<file path="src/rtl/uart_receiver.sv">
// uart_receiver: recovers one UART frame (start, LSB-first payload, stop) and presents it in parallel
//   clk, rst            : clock, async active-high reset
//   rx                  : serial line, idle high, asynchronous
//   msg_select          : 0 raw MSG_SIZE-bit payload, 1 coded CODED_MSG_SIZE-bit payload
//   baud_select         : 0 1200 baud, 1 2400 baud
//   rx_data, rx_coded   : last good payload (zero-extended) and its msg_select
//   data_valid          : 1-cycle pulse when rx_data/rx_coded update
//   frame_error         : 1-cycle pulse when the stop bit is sampled low
module uart_receiver #(
  parameter int CLK_FREQ = 27000000,
  parameter int BAUD_RATE_2400 = 2400,
  parameter int BAUD_RATE_1200 = 1200,
  parameter int MSG_SIZE = 6,
  parameter int STEP = 0,
  localparam int CODED_MSG_SIZE = 2 * (MSG_SIZE + 2 * (2 * STEP + 1))
) (
  input  logic clk,
  input  logic rst,
  input  logic rx,
  input  logic msg_select,
  input  logic baud_select,
  output logic [CODED_MSG_SIZE-1:0] rx_data,
  output logic rx_coded,
  output logic data_valid,
  output logic frame_error
);
  localparam logic [31:0] TPB_FAST = 32'(CLK_FREQ / BAUD_RATE_2400);
  localparam logic [31:0] TPB_SLOW = 32'(CLK_FREQ / BAUD_RATE_1200);
  localparam int IW = $clog2(CODED_MSG_SIZE + 1);
  localparam logic [CODED_MSG_SIZE:0] ONE = 1;
  typedef enum logic [2:0] {IDLE, START, DATA, STOP, BRK} state_t;
  state_t state, state_n;
  logic rx_meta, rxs, sample, last_bit, coded_q;
  logic [31:0] tick_cnt, tpb, limit;
  logic [IW-1:0] bit_idx, len;
  logic [CODED_MSG_SIZE-1:0] shift, mask;
  // the start bit is checked at its middle, so every later sample lands mid-bit
  assign limit = state == START ? tpb >> 1 : tpb;
  assign sample = tick_cnt == limit - 32'd1;
  assign last_bit = bit_idx == len - IW'(1);
  assign mask = CODED_MSG_SIZE'((ONE << len) - ONE);
  always_comb begin
    state_n = IDLE;
    case (state)
      IDLE:    state_n = rxs ? IDLE : START;
      START:   state_n = !sample ? START : rxs ? IDLE : DATA;
      DATA:    state_n = sample && last_bit ? STOP : DATA;
      STOP:    state_n = !sample ? STOP : rxs ? IDLE : BRK;
      BRK:     state_n = rxs ? IDLE : BRK;
      default: state_n = IDLE;
    endcase
  end
  always_ff @(posedge clk or posedge rst) begin
    if (rst) state <= IDLE;
    else state <= state_n;
  end
  always_ff @(posedge clk or posedge rst) begin
    if (rst) begin
      rx_meta <= 1'b1;
      rxs <= 1'b1;
      tick_cnt <= '0;
      tpb <= '0;
      len <= '0;
      bit_idx <= '0;
      shift <= '0;
      coded_q <= 1'b0;
      rx_data <= '0;
      rx_coded <= 1'b0;
      data_valid <= 1'b0;
      frame_error <= 1'b0;
    end else begin
      rx_meta <= rx;
      rxs <= rx_meta;
      data_valid <= state == STOP && sample && rxs;
      frame_error <= state == STOP && sample && !rxs;
      tick_cnt <= (state inside {START, DATA, STOP}) && !sample ? tick_cnt + 32'd1 : '0;
      if (state == IDLE && !rxs) begin
        tpb <= baud_select ? TPB_FAST : TPB_SLOW;
        len <= msg_select ? IW'(CODED_MSG_SIZE) : IW'(MSG_SIZE);
        coded_q <= msg_select;
      end
      if (state == START && sample) begin
        bit_idx <= '0;
        shift <= '0;
      end
      if (state == DATA && sample) begin
        shift <= shift | (CODED_MSG_SIZE'(rxs) << bit_idx);
        bit_idx <= bit_idx + IW'(1);
      end
      if (state == STOP && sample && rxs) begin
        rx_data <= shift & mask;
        rx_coded <= coded_q;
      end
    end
  end
endmodule
</file>
<file path="config.mk">
export PLATFORM = sky130hd
export DESIGN_NAME = uart_receiver
export DESIGN_NICKNAME = d
export VERILOG_FILES = /design/src/rtl/uart_receiver.sv
export SDC_FILE = /design/constraint.sdc
export NUM_CORES = 1
export LEC_CHECK = 0
export BUFFER_PORTS_ARGS = -buffer_cell sky130_fd_sc_hd__buf_4
export CORE_AREA = 2 2 92 160
export CTS_BUF_LIST = sky130_fd_sc_hd__clkbuf_8
export DETAILED_ROUTE_END_ITERATION = 6
export DIE_AREA = 0 0 94 162
export SYNTH_ARGS = -nofsm -noshare
export SYNTH_HDL_FRONTEND = slang
export SYNTH_SLANG_ARGS = --single-unit
</file>
<file path="constraint.sdc">
create_clock -name clk -period 4.7 [get_ports clk]
set_input_delay 0 -clock clk [delete_from_list [all_inputs] [get_ports clk]]
set_output_delay 0 -clock clk [all_outputs]
set_load 0.02 [all_outputs]
</file>
=== After elaboration in Yosys (flattened, before gate mapping) ===
Index checks and enable logic that the tools add are counted.

* Input bits: 5
* Logic and storage cells: 56
* Flip-flop bits (word level): 115

* Mux-type cells: 15
* Eq/ne operators: 6
* Shifts and indexed selects: 2
* Add/sub/neg operators: 5
* Bitwise gates (word level): 2
* Reduce and logical (&&, ||, !) cells: 13

{| class="wikitable"
|+ Operator list
! kind !! count
|-
| $mux W32 || 2
|-
| $add A32 B1 Y32 const B || 1
|-
| $eq A32 B32 Y1 || 1
|-
| $mux W16 || 2
|-
| $sub A32 B1 Y32 const B || 1
|-
| $and A16 B16 Y16 || 1
|-
| $or A16 B16 Y16 || 1
|-
| $shl A1 B5 Y16 || 1
|-
| $shl A1 B5 Y16 const A || 1
|-
| $sub A16 B1 Y16 const B || 1
|-
| $mux W15 || 1
|-
| $mux W5 || 3
|-
| $pmux W3 S5 || 1
|-
| $logic_and A1 B1 Y1 || 8
|-
| $eq A3 B2 Y1 const B || 2
|-
| $mux W3 || 2
|-
| $add A5 B1 Y5 const B || 1
|-
| $eq A5 B5 Y1 || 1
|-
| $sub A5 B1 Y5 const B || 1
|-
| $mux W2 || 2
|-
| $eq A3 B1 Y1 const B || 1
|-
| $eq A3 B3 Y1 const B || 1
|-
| $logic_not A3 Y1 || 1
|-
| $reduce_bool A3 Y1 || 1
|-
| 3 further kinds || 5
|}

=== Depth between registers and ports, before layout ===
Gate-level depths: netlist of the first run.

* Depth after elaboration: 7
* Depth in mapped cells: 19

=== Worst setup path before layout of the first run ===
Ideal clock, no wire load.

* Path kind: register -> register
* Start point: reg state[2]
* End point: reg shift[1]
* Library setup time: 0.118 ns
* Stages on the path, launching flop included: 19
* Arrival: 3.492 ns
* Slack: 1.090 ns
* Path through: dfrtp_1 -> buf_2 -> or3b_1 -> buf_2 -> buf_6 -> a21oi_1 -> ha_1 -> clkbuf_1 -> and2_1 -> ha_1 -> xnor2_1 -> nor3_1 -> and4_1 -> o2111ai_1 -> nor4_4 -> and2_0 -> buf_4 -> buf_6 -> nor2_1

* Longest elaborated chain between the ends: 6
* Elaborated cells between the ends (all ways): 9
* Classes of those cells: add/sub (1); eq/ne (3); mux (2); reduce/logical (3)

{| class="wikitable"
|+ Ends and longest elaborated chain
! what !! line !! text
|-
| start, declared || 32 || <nowiki>state_t state, state_n;</nowiki>
|-
| start signal, assigned || 55 || <nowiki>else state <= state_n;</nowiki>
|-
| $eq A3 B1 Y1 || 38, 82 ||
|-
| $mux W32 || 38 || <nowiki>assign limit = state == START ? tpb >> 1 : tpb;</nowiki>
|-
| $sub A32 B1 Y32 || 39 || <nowiki>assign sample = tick_cnt == limit - 32'd1;</nowiki>
|-
| $eq A32 B32 Y1 || 39 ||
|-
| $logic_and A1 B1 Y1 (on tied branches) || 86, 82 ||
|-
| $mux W16 or $reduce_bool A2 Y1 (tied branches) || n/a ||
|-
| end signal, assigned || 87 || <nowiki>shift <= shift | (CODED_MSG_SIZE'(rxs) << bit_idx);</nowiki>
|-
| end, declared || 36 || <nowiki>logic [CODED_MSG_SIZE-1:0] shift, mask;</nowiki>
|}

Parallel ways exist; a longest one is shown, timed or not.
A chain may end at the register's enable or synchronous reset.

=== Final worst setup path of the first run ===
* Start point: reg state[0]
* End point: reg tick_cnt[12]

* Longest elaborated chain between the ends: 7
* Elaborated cells between the ends (all ways): 10
* Classes of those cells: add/sub (1); eq/ne (4); mux (2); reduce/logical (3)

{| class="wikitable"
|+ Ends and longest elaborated chain
! what !! line !! text
|-
| $eq A3 B1 Y1 || 38, 76 ||
|-
| $mux W32 || 38 ||
|-
| $sub A32 B1 Y32 || 39 ||
|-
| $eq A32 B32 Y1 || 39 ||
|-
| $logic_not A1 Y1 || 76 || <nowiki>tick_cnt <= (state inside {START, DATA, STOP}) && !sample ? tick_cnt + 32'd1 : '0;</nowiki>
|-
| $logic_and A1 B1 Y1 * || 76 ||
|-
| $mux W32 * || 76 ||
|-
| end signal, assigned || 76 ||
|-
| end, declared || 34 || <nowiki>logic [31:0] tick_cnt, tpb, limit;</nowiki>
|}

Every way passes the cells marked *; elsewhere a longest branch is shown, timed or not.

==> results_dict.tcl, run 1 <==
set metrics [dict create \
    root_buffer "clkbuf_8" \
    dp_cells 675 \
    grt_pass1_vias 3565 \
    switching_share_pct 21.7 \
    grt_usage_pct 14.1 \
    arrival_ns 4.13 \
    synth_top_family_by_area "simple AND/OR/NAND/NOR gates" \
    syn_area_per_cell_um2 9.20 \
    placed_area_um2 4870 \
    diodes 0 \
    drt_wl_total_mm 10.2 \
    r2r_cells 13 \
    power_w 0.00132 \
    antenna_found_initial 0 \
    hpwl_mm 7.31 \
    drive_gt1_share_pct 13.5 \
    slew_headroom_pct 23.2 \
    required_ns 4.93 \
    finClkSkew_ns 0.00881 \
    critical_path.startpoint "state[0]" \
    powerDensity_nw_per_um2 259 \
    r2r_setup_slack_ns 0.80 \
    final_area_um2 5120 \
    rows 57 \
    wl_per_cell_um 14.6 \
    synth_cell_type_count 57 \
    top_level_ports 24 \
    finalCritPeriodShare_pct 82.9 \
    setup_viol 0 \
    ant_nets 0 \
    synth_nets 513 \
    yosysWarnings 0 \
    clk_pin_slew_ns 0.08 \
    p_leak_nw 2.28 \
    dieArea_um2 15200 \
    stdcell_count 694 \
    synth-xor-area-share_pct 7.41 \
    core-area_um2 13900 \
    max_stage_delay_ns 0.52 \
    grt.overflow.total 0 \
    viasPerCell 5.14 \
    syn_inst 501 \
    slew_violations 0 \
    synth_top_area_share_pct 43.4 \
    firstDrtPassIters 4 \
    cpMostUsedCell "ha_1" \
    failed_checks "hold timing" \
    synth.area.top_cells "dfrtp_1 43%, nor2_1 6.9%, xor2_1 3.8%" \
    seq_area_frac_synth_pct 44.6 \
    min_period_ns 3.90 \
    die_w_um 94 \
    p_clk_share_pct 42.2 \
    rsz0062_at_grt "false" \
    cts_sinks 82 \
    gp_congestion 0.889 \
    fp.dieH_um 162 \
    synth_top_cell_by_area "dfrtp_1" \
    pwr-share-comb_pct 4.2 \
    max_freq_mhz 257 \
    cp_slowest_cell "nor4_4" \
    clock_path_buffers 2 \
    crit_path_end_kind "flip-flop" \
    hold_viol 41 \
    netlist_area_um2 4610 \
    initialDrtViolationCount 175 \
    cts_made_buffers 9 \
    synthAdderAreaFrac_pct 1.90 \
    cap_violations 0 \
    synth-edff-count 0 \
    area_growth_pct 11.2 \
    reg2reg_from "state[0]" \
    pwr-share-seq_pct 53.6 \
    p_switching_w 0.000287 \
    cts-htree-levels 3 \
    cts_tree "done" \
    setup-tns-final_ns 0 \
    crit_type "reg -> reg" \
    path_max_fanout 32 \
    grt_max_degree 83 \
    worst_pin_slew_ns 1.14 \
    critPathCapture "tick_cnt[12]" \
    ir_drop_mv 0.113 \
    drc 0 \
    hold_path.class "in -> async" \
    worstPathCellList "or3b_1, a21oi_1, ha_1, and2_1, ha_1, xnor2_1, nor3_1, and4_1, o2111ai_1, nor4_4, or3_1, buf_4, nor2_1" \
    synth_compound_area_share_pct 7.77 \
    routed-via-count 3567 \
    fin_nets 524 \
    async_flop_share_pct 100 \
    synthMuxAreaShare_pct 5.48 \
    clkLatencyLatePin_ns 0.36 \
    layout_commonest_cell "nor2_1" \
    p_int_w 0.00104 \
    status "finished, violations left" \
    grt_pass1_wl_mm 17.3 \
    yosys_register_bits 82 \
    synth_top_flop_cell "dfrtp_1" \
    yosys.area_share.simple_pct 27.0 \
    final_cell_mix "85 x nor2_1, 80 x dfrtp_1, 34 x nand2_1" \
    whs_ns -0.0253 \
    start_util_pct 33.1 \
    io_buffers 23 \
    start_kind "flip-flop" \
    r2r_end "tick_cnt[12]" \
]
-- stage by stage --
| step | setup slack (ns) | utilization [%] |
|---|---|---|
| after CTS | 0.800 | 36.8 |
| after floorplan | 1.09 | - |
| after detailed placement | 0.817 | 35.1 |
| after global routing | 0.420 | 36.8 |
| final | 0.805 | 36.8 |
| after global placement | 0.945 | 35.1 |
-- metal layers --
layer / track usage [%] / routed length, um / up-vias
met2: 25.9 / 5520 / 65
met4: 5.80 / 367 / 0
met3: 3.39 / 266 / 28
met1: 15.2 / 4010 / 1738
met5: 0 / 0 / -
li1: - / - / 1736
-- worst max-delay path: cells and delay by family (launching register included) --
family,cells,cell delay [ns]
xor gates and xnor gates,1,0.13
AOI/OAI and AO/OA,2,0.32
and+or+nand+nor,7,1.91
buffers and inverters,1,0.32
adders and majority gates,2,0.55
DFF,1,0.51
-- sequential cells by signal, indices dropped and copies added (netlist names) --
signal and flops:
shift 16, rxs 1, rx_coded 1, data_valid 1
state 3, rx_meta 1, tick_cnt 32, len 1
bit_idx 5, tpb 3, rx_data 16, coded_q 1
frame_error 1
-- power by group through the flow --
stage	Combinational [W]	Clock [W]	Sequential (W)
floorplan	0.0000382	0	0.000724
global placement	0.0000539	0	0.000724
detailed placement	0.0000549	0	0.000724
CTS	0.0000571	0.000580	0.000710
global route	0.0000622	0.000611	0.000711
finish	0.0000554	0.000559	0.000710
-- how the worst min path moves through the flow --
stage	start	endpoint	slack, ns	cells past startpoint
4_1_cts	rst	tick_cnt[9]	0.02	3
6_report	rst	tick_cnt[9]	-0.03	3
3_5_place_dp	rx	rx_meta	0.11	1
3_3_place_gp	rx	rx_meta	0.11	1
2_1_floorplan	rx	rx_meta	0.004	0
5_1_grt	rst	tick_cnt[9]	0.05	3
-- cells in the mapped netlist (3+ instances only) --
library cell and instances:
or3_1 3, and2_1 3, clkbuf_1 18, mux2i_1 14
mux2_2 10, buf_4 3, buf_2 4, nand2b_1 7
nand4_1 17, o31ai_1 3, nor2b_1 13, o2111ai_1 3
nor2_1 85, dfrtp_1 80, nor3_1 14, nor4b_1 7
a21oi_1 21, buf_1 3, o21ai_0 7, buf_6 6
xnor2_1 19, nand3b_1 4, xor2_1 20, nand3_1 18
nand2_1 34, and4_1 6, inv_1 21, ha_1 7
nor4_1 4, and3_1 9, or2_2 5
-- cell type report --
type                       count  area [um2]
clock buffer                  10         138
clock inverter                 6        80.1
fill                        1419        8780
inverter                      21        80.1
multi-input combinational    364        2290
sequential                    82        2050
tap                          177         221
timing repair buffer          34         263
-- logic make-up after synthesis --
kind of cell	after synthesis
mux	24
simple gates	240
buf+inv	55
fa+ha+maj	7
flops	82
xor+xnor	39
compound gates	54
-- repair_timing --
action	in CTS	in global routing
hold buffers	3	0
buffers inserted	0	0
resized for setup	0	0
hold endpoints to repair	5	0
Note: power is estimated with default switching activity, not from simulation.
==> run 2: changes to the inputs <==
--- a/config.mk
+++ b/config.mk
@@ -5,11 +5,12 @@
 export SDC_FILE = /design/constraint.sdc
 export NUM_CORES = 1
 export LEC_CHECK = 0
+export ABC_AREA = 1
 export BUFFER_PORTS_ARGS = -buffer_cell sky130_fd_sc_hd__buf_4
-export CORE_AREA = 2 2 92 160
+export CORE_AREA = 2 2 98 171
 export CTS_BUF_LIST = sky130_fd_sc_hd__clkbuf_8
 export DETAILED_ROUTE_END_ITERATION = 6
-export DIE_AREA = 0 0 94 162
+export DIE_AREA = 0 0 100 173
 export SYNTH_ARGS = -nofsm -noshare
 export SYNTH_HDL_FRONTEND = slang
 export SYNTH_SLANG_ARGS = --single-unit
==> constraint.sdc (replaced) <==
create_clock -name clk -period 3.1 [get_ports clk]
set_input_delay 0 -clock clk [delete_from_list [all_inputs] [get_ports clk]]
set_output_delay 0 -clock clk [all_outputs]
set_load 0.02 [all_outputs]
==> run 2 against run 1 <==
The flow now finishes without violations. Clock power increased by 66%. Global-route usage increased by 2.7 points. First-iteration DRC count decreased by 16%. Sequential power increased by 52%. Routed wire length increased by 42%. Combinational power increased by 71%. Design area increased by 20%. Area after synthesis increased by 15%. Worst setup slack got worse by 0.63 ns. Die area increased by 14%. Core utilization increased by 1.8 points. Critical endpoint is now tick_cnt[21]. Largest cell class unchanged. Highest routed layer unchanged.
==> results_dict.tcl, run 2 <==
set metrics [dict create \
    worst_pin_slew_ns 0.893 \
    path_max_fanout 16 \
    grt_max_degree 37 \
    drive_gt1_share_pct 14.5 \
    routed-via-count 4758 \
    clock_path_buffers 2 \
    reg_top3 "tick_cnt: 32 flops, rx_data: 16 flops, shift: 16 flops" \
    largest_register_ffs 32 \
    cts_made_buffers 9 \
    slew_violations 0 \
    root_buffer "clkbuf_8" \
    diodes 0 \
    drt_wl_total_mm 14.4 \
    cts_tree "done" \
    initialDrtViolationCount 147 \
    die_w_um 100 \
    grt_pass1_vias 4735 \
    start_util_pct 33.4 \
    fill_cells 1700 \
    finalWorstSetupSlack_ns 0.170 \
    hold_path.class "in -> async" \
    rows 61 \
    synth_top_flop_cell "dfrtp_1" \
    ant_nets 0 \
    start_kind "flip-flop" \
    seq_area_frac_synth_pct 38.7 \
    dieArea_um2 17300 \
    drc 0 \
    worstPathCellList "nor2_4, nand3_1, nand2_1, inv_1, ha_1, nand3_2, inv_2, ha_1, xor2_2, nand3_2, nor3b_2, nand2_1, nor2_4, nand2_4, nand3_4, clkbuf_16, nor2_1" \
    synth_top_cell_by_area "dfrtp_1" \
    yosys_register_bits 82 \
    crit_type "reg -> reg" \
    grt.overflow.total 0 \
    viasPerCell 4.94 \
    top_level_ports 24 \
    grt_usage_pct 16.8 \
    syn_inst 730 \
    finalCritPeriodShare_pct 94.5 \
    setup-tns-final_ns 0 \
    yosys-top-cells-count "189 x nand2_1, 98 x nor2_1, 93 x inv_1, 80 x dfrtp_1, 47 x nand3_1" \
    use_met3_pct 2.43 \
    finClkSkew_ns 0.0168 \
    ir_drop_mv 0.161 \
    max_stage_delay_ns 0.44 \
    p_leak_nw 3.03 \
    hpwl_mm 11.1 \
    clk_pin_slew_ns 0.10 \
    synth_cell_type_count 39 \
    min_period_ns 2.93 \
    synth-edff-count 0 \
    antenna_found_initial 0 \
    regMostFlops "tick_cnt" \
    max_freq_mhz 341 \
    syn_area_per_cell_um2 7.27 \
    hold_viol 0 \
    async_flop_share_pct 100 \
    gp_congestion 0.903 \
    fp.dieH_um 173 \
    busiest_layer "met2" \
    cts-htree-levels 3 \
    area_growth_pct 15.6 \
    powerDensity_nw_per_um2 343 \
    grt.met1_usage_pct 16.0 \
    synth.most_common_cell "nand2_1" \
    arrival_ns 3.19 \
    use_met2_pct 32.6 \
    synth_nets 742 \
    cp_num_buf_inv 3 \
    grt_pass1_wl_mm 23.0 \
    netlist_area_um2 5310 \
    required_ns 3.36 \
    cp_slowest_cell "dfrtp_1" \
    final_cell_mix "189 x nand2_1, 96 x nor2_1, 92 x inv_1" \
    setup_viol 0 \
    wl_per_cell_um 15.0 \
    clkLatencyLatePin_ns 0.37 \
    synth_top_area_share_pct 37.7 \
    fin_nets 781 \
    cap_violations 0 \
    yosysWarnings 0 \
    rsz0062_at_grt "false" \
    firstDrtPassIters 4 \
    crit_path_end_kind "flip-flop" \
    status "complete, no violations" \
    slew_headroom_pct 40.0 \
    critPathTopFamily "simple AND/OR/NAND/NOR gates" \
    core-area_um2 15900 \
    layout_commonest_cell "nand2_1" \
    cts_sinks 82 \
    pre_cts_slack_ns 0.0757 \
    io_buffers 23 \
    synth.area.top_cells "dfrtp_1 38%, nand2_1 13%, nor2_1 6.9%" \
]
[run 2: cell count changes after synthesis, sizes merged, moves of 9 or more]
| cell | previous run | this run |
|---|---|---|
| nand2 | 34 | 195 |
| nor2b | 13 | 0 |
| inv | 21 | 101 |
| xor2 | 20 | 36 |
| nand3 | 18 | 62 |
| xnor2 | 19 | 6 |
| nand4 | 17 | 40 |
| and3 | 9 | 0 |
| nor2 | 85 | 104 |
| nor3 | 14 | 24 |
| mux2i | 14 | 0 |
| mux2 | 10 | 0 |
[run 2: path summary, 6_finish.rpt]
kind                               start            to  slack, ns  cells past startpoint
worst max-delay path            state[1]  tick_cnt[21]       0.17                     17
worst min-delay path                 rst    data_valid       0.09                      3
worst max register to register  state[1]  tick_cnt[21]       0.17                     17
worst min register to register   rx_meta           rxs       0.37                      0
max in group asynchronous            rst           rxs       2.24                      4
min in group clk                      rx       rx_meta       0.29                      2
[run 2: what timing repair did]
| action | in CTS | in global routing |
|---|---|---|
| gates resized for setup | 0 | 11 |
| endpoints found under the setup margin | 0 | 68 |
| hold buffers | 4 | 0 |
| hold endpoints to repair | 85 | 0 |
| buffers inserted | 0 | 5 |
[run 2: metrics by stage]
stage | instance area [um2] | cells | utilization (%) | total power (W) | hold WS (ns)
detailed placement | 5720 | 937 | 36.1 | 0.00120 | -0.0515
CTS | 6000 | 957 | 37.8 | 0.00213 | 0.0812
global route | 6130 | 963 | 38.6 | 0.00217 | 0.116
global placement | 5720 | 937 | 36.1 | 0.00120 | -0.0577
finish | 6130 | 963 | 38.6 | 0.00211 | 0.0913
floorplan | 5310 | 730 | - | 0.00116 | 0.00448
[run 2: power breakdown]
part           internal, W  switching [W]
Sequential         0.00107     0.00000928
Combinational    0.0000311      0.0000638
Clock             0.000502       0.000425
Total              0.00161       0.000498
[run 2: cells by family (layout without fill, tap and decap cells)]
family	Yosys count	after routing	share of synthesized area (%)
buffers and inverters	127	171	10.1
adder cells (fa/ha/maj)	7	7	1.65
flip-flops	82	82	38.7
AND/OR/NAND/NOR	433	433	38.5
AO/OA/AOI/OAI	39	39	4.03
XOR/XNOR	42	42	6.93
[run 2: per-layer routing]
metal | routed length [um] | part of all wire (%)
met2 | 8150 | 56
met1 | 5160 | 36
met4 | 838 | 5.8
met5 | 0 | 0
met3 | 281 | 1.9
[run 2: area by class of cell]
class,count,area (um2),area share (%)
clock buffer,11,151,2.47
tap,189,236,3.86
inverter,102,397,6.47
sequential,82,2060,33.5
clock inverter,5,86.3,1.41
multi-input combinational,521,2740,44.7
timing repair buffer,53,467,7.61
[run 2: worst reg2reg max path: cells and delay by family, from the launching register on]
family | cells | cell delay [ns]
adders and majority gates | 2 | 0.49
and+or+nand+nor | 11 | 1.44
buffers and inverters | 3 | 0.28
xor gates and xnor gates | 1 | 0.17
DFF | 1 | 0.44
==> run 3: changes to the inputs <==
--- a/config.mk
+++ b/config.mk
@@ -11,6 +11,7 @@
 export CTS_BUF_LIST = sky130_fd_sc_hd__clkbuf_8
 export DETAILED_ROUTE_END_ITERATION = 6
 export DIE_AREA = 0 0 100 173
+export PLACE_DENSITY_LB_ADDON = 0.3
 export SYNTH_ARGS = -nofsm -noshare
 export SYNTH_HDL_FRONTEND = slang
 export SYNTH_SLANG_ARGS = --single-unit
==> run 3 against run 2 <==
Total power shrank 2.4%. Via count increased by 0.32%. Die area unchanged. Worst setup slack improved by 0.041 ns. Clock skew decreased by 0.0051 ns. Cell count is 0.10% lower. Largest power group unchanged. Highest routed layer unchanged.
==> results_dict.tcl, run 3 (synthesis gave the netlist of run 2 again) <==
set metrics [dict create \
    status "complete, no violations" \
    cts_tree "done" \
    final_area_um2 6140 \
    reg_top3 "tick_cnt: 32 flops, rx_data: 16 flops, shift: 16 flops" \
    firstDrtPassIters 4 \
    ir_drop_mv 0.186 \
    grt_usage_pct 17.4 \
    viasPerCell 4.96 \
    gp_congestion 0.907 \
    grt_max_degree 51 \
    clock_path_buffers 2 \
    root_buffer "clkbuf_8" \
    clkLatencyLatePin_ns 0.36 \
    area_growth_pct 15.7 \
    fin_util_pct 38.7 \
    fp.dieH_um 173 \
    finalCritPeriodShare_pct 93.2 \
    grt_pass1_vias 4938 \
    start_kind "flip-flop" \
    power_w 0.00206 \
    die_w_um 100 \
    stdcell_count 962 \
    top_level_ports 24 \
    routed-via-count 4773 \
    grt.overflow.total 0 \
    wl_per_cell_um 15.5 \
    dp_cells 936 \
    r2r_end "tick_cnt[26]" \
    grt_pass1_wl_mm 23.6 \
    ant_nets 0 \
    required_ns 3.36 \
    hold_viol 0 \
    fill_cells 1725 \
    antenna_found_initial 0 \
    cts_sinks 82 \
    crit_type "reg -> reg" \
    dieArea_um2 17300 \
    path_max_fanout 8 \
    placed_area_um2 5720 \
    r2r_cells 17 \
    r2r_setup_slack_ns 0.21 \
    crit_path_end_kind "flip-flop" \
    core-area_um2 15900 \
    arrival_ns 3.15 \
    min_period_ns 2.89 \
    largest_register_ffs 32 \
    hold_path.class "in -> async" \
    finClkSkew_ns 0.0117 \
    p_leak_nw 3.02 \
    max_freq_mhz 346 \
    fin_nets 780 \
    diodes 0 \
    setup_viol 0 \
    hpwl_mm 11.2 \
    slew_headroom_pct 40.7 \
    regMostFlops "tick_cnt" \
    cap_violations 0 \
    reg2reg_from "state[1]" \
    io_buffers 23 \
    initialDrtViolationCount 151 \
    cts-htree-levels 3 \
    drc 0 \
    powerDensity_nw_per_um2 335 \
    drive_gt1_share_pct 14.5 \
    clk_pin_slew_ns 0.09 \
    slew_violations 0 \
    drt_wl_total_mm 14.9 \
    start_util_pct 33.4 \
    worst_pin_slew_ns 0.883 \
    rows 61 \
    layout_commonest_cell "nand2_1" \
    cts_made_buffers 9 \
    final_cell_mix "189 x nand2_1, 95 x nor2_1, 92 x inv_1" \
]
run 3: changes by cell type in the layout (fill, tap and decap cells not counted), moves of 2 or more:
| cell | change |
|---|---|
| buf_4 | -4 |
| clkinv_2 | +2 |
| clkinv_4 | -3 |
| buf_6 | +2 |
run 3: worst max-delay path, stage by stage (launching register included):
cell     delay [ns]
dfrtp_1        0.43
nor2_4         0.19
nand3_2        0.09
nand2_1        0.09
inv_2          0.05
ha_4           0.16
nand3_2        0.08
inv_2          0.05
ha_1           0.28
xor2_1         0.19
nand3_1        0.13
nor3b_2        0.17
nand2_1        0.10
nor2_4         0.27
nand2_4        0.13
nand3_4        0.14
buf_6          0.19
nor2_1         0.06
run 3: repair_timing:
action | CTS | global route
gates resized for setup | 0 | 15
setup buffers | 0 | 3
setup endpoints to repair | 0 | 45
hold buffers | 4 | 0
hold endpoints to repair | 85 | 0
run 3: per-layer routing:
layer  global-route usage (%)  vias up  wire length (um)
li1                         -     2392                 -
met1                     16.2     2229              5090
met2                     34.5       98              8530
met3                     2.87       54               346
met4                     9.25        0               918
met5                        0        -                 0
run 3: cell type report:
type	count	area (um2)	share of cell area, %
clock buffer	10	138	2.24
clock inverter	6	81.3	1.32
inverter	102	392	6.38
multi-input combinational	521	2750	44.9
sequential	82	2050	33.5
tap	189	236	3.85
timing repair buffer	52	484	7.89
run 3: worst max-delay path by stage:
stage,cells after the start,slack (ns),from,end
after detailed placement,16,0.14,state[2],shift[11]
after floorplan,17,0.20,state[2],rx_coded
final,17,0.21,state[1],tick_cnt[26]
after global placement,16,0.21,state[2],rx_data[12]
after global routing,19,-0.001,state[1],shift[13]
after CTS,16,0.12,state[2],shift[11]
run 3: report_power, final:
group	leakage [nW]	internal, W	switching [W]
logic	1.80	0.0000307	0.0000631
clock network	0.113	0.000470	0.000408
registers	1.11	0.00107	0.00000923
total	3.02	0.00157	0.000480
run 3: stage by stage:
step	hold WS (ns)	setup TNS (ns)	worst slack, ns
2_1_floorplan	0.00448	0	0.199
3_3_place_gp	0.118	0	0.214
3_5_place_dp	0.120	0	0.144
4_1_cts	0.273	0	0.117
5_1_grt	0.301	-0.000953	-0.000953
6_report	0.272	0	0.211
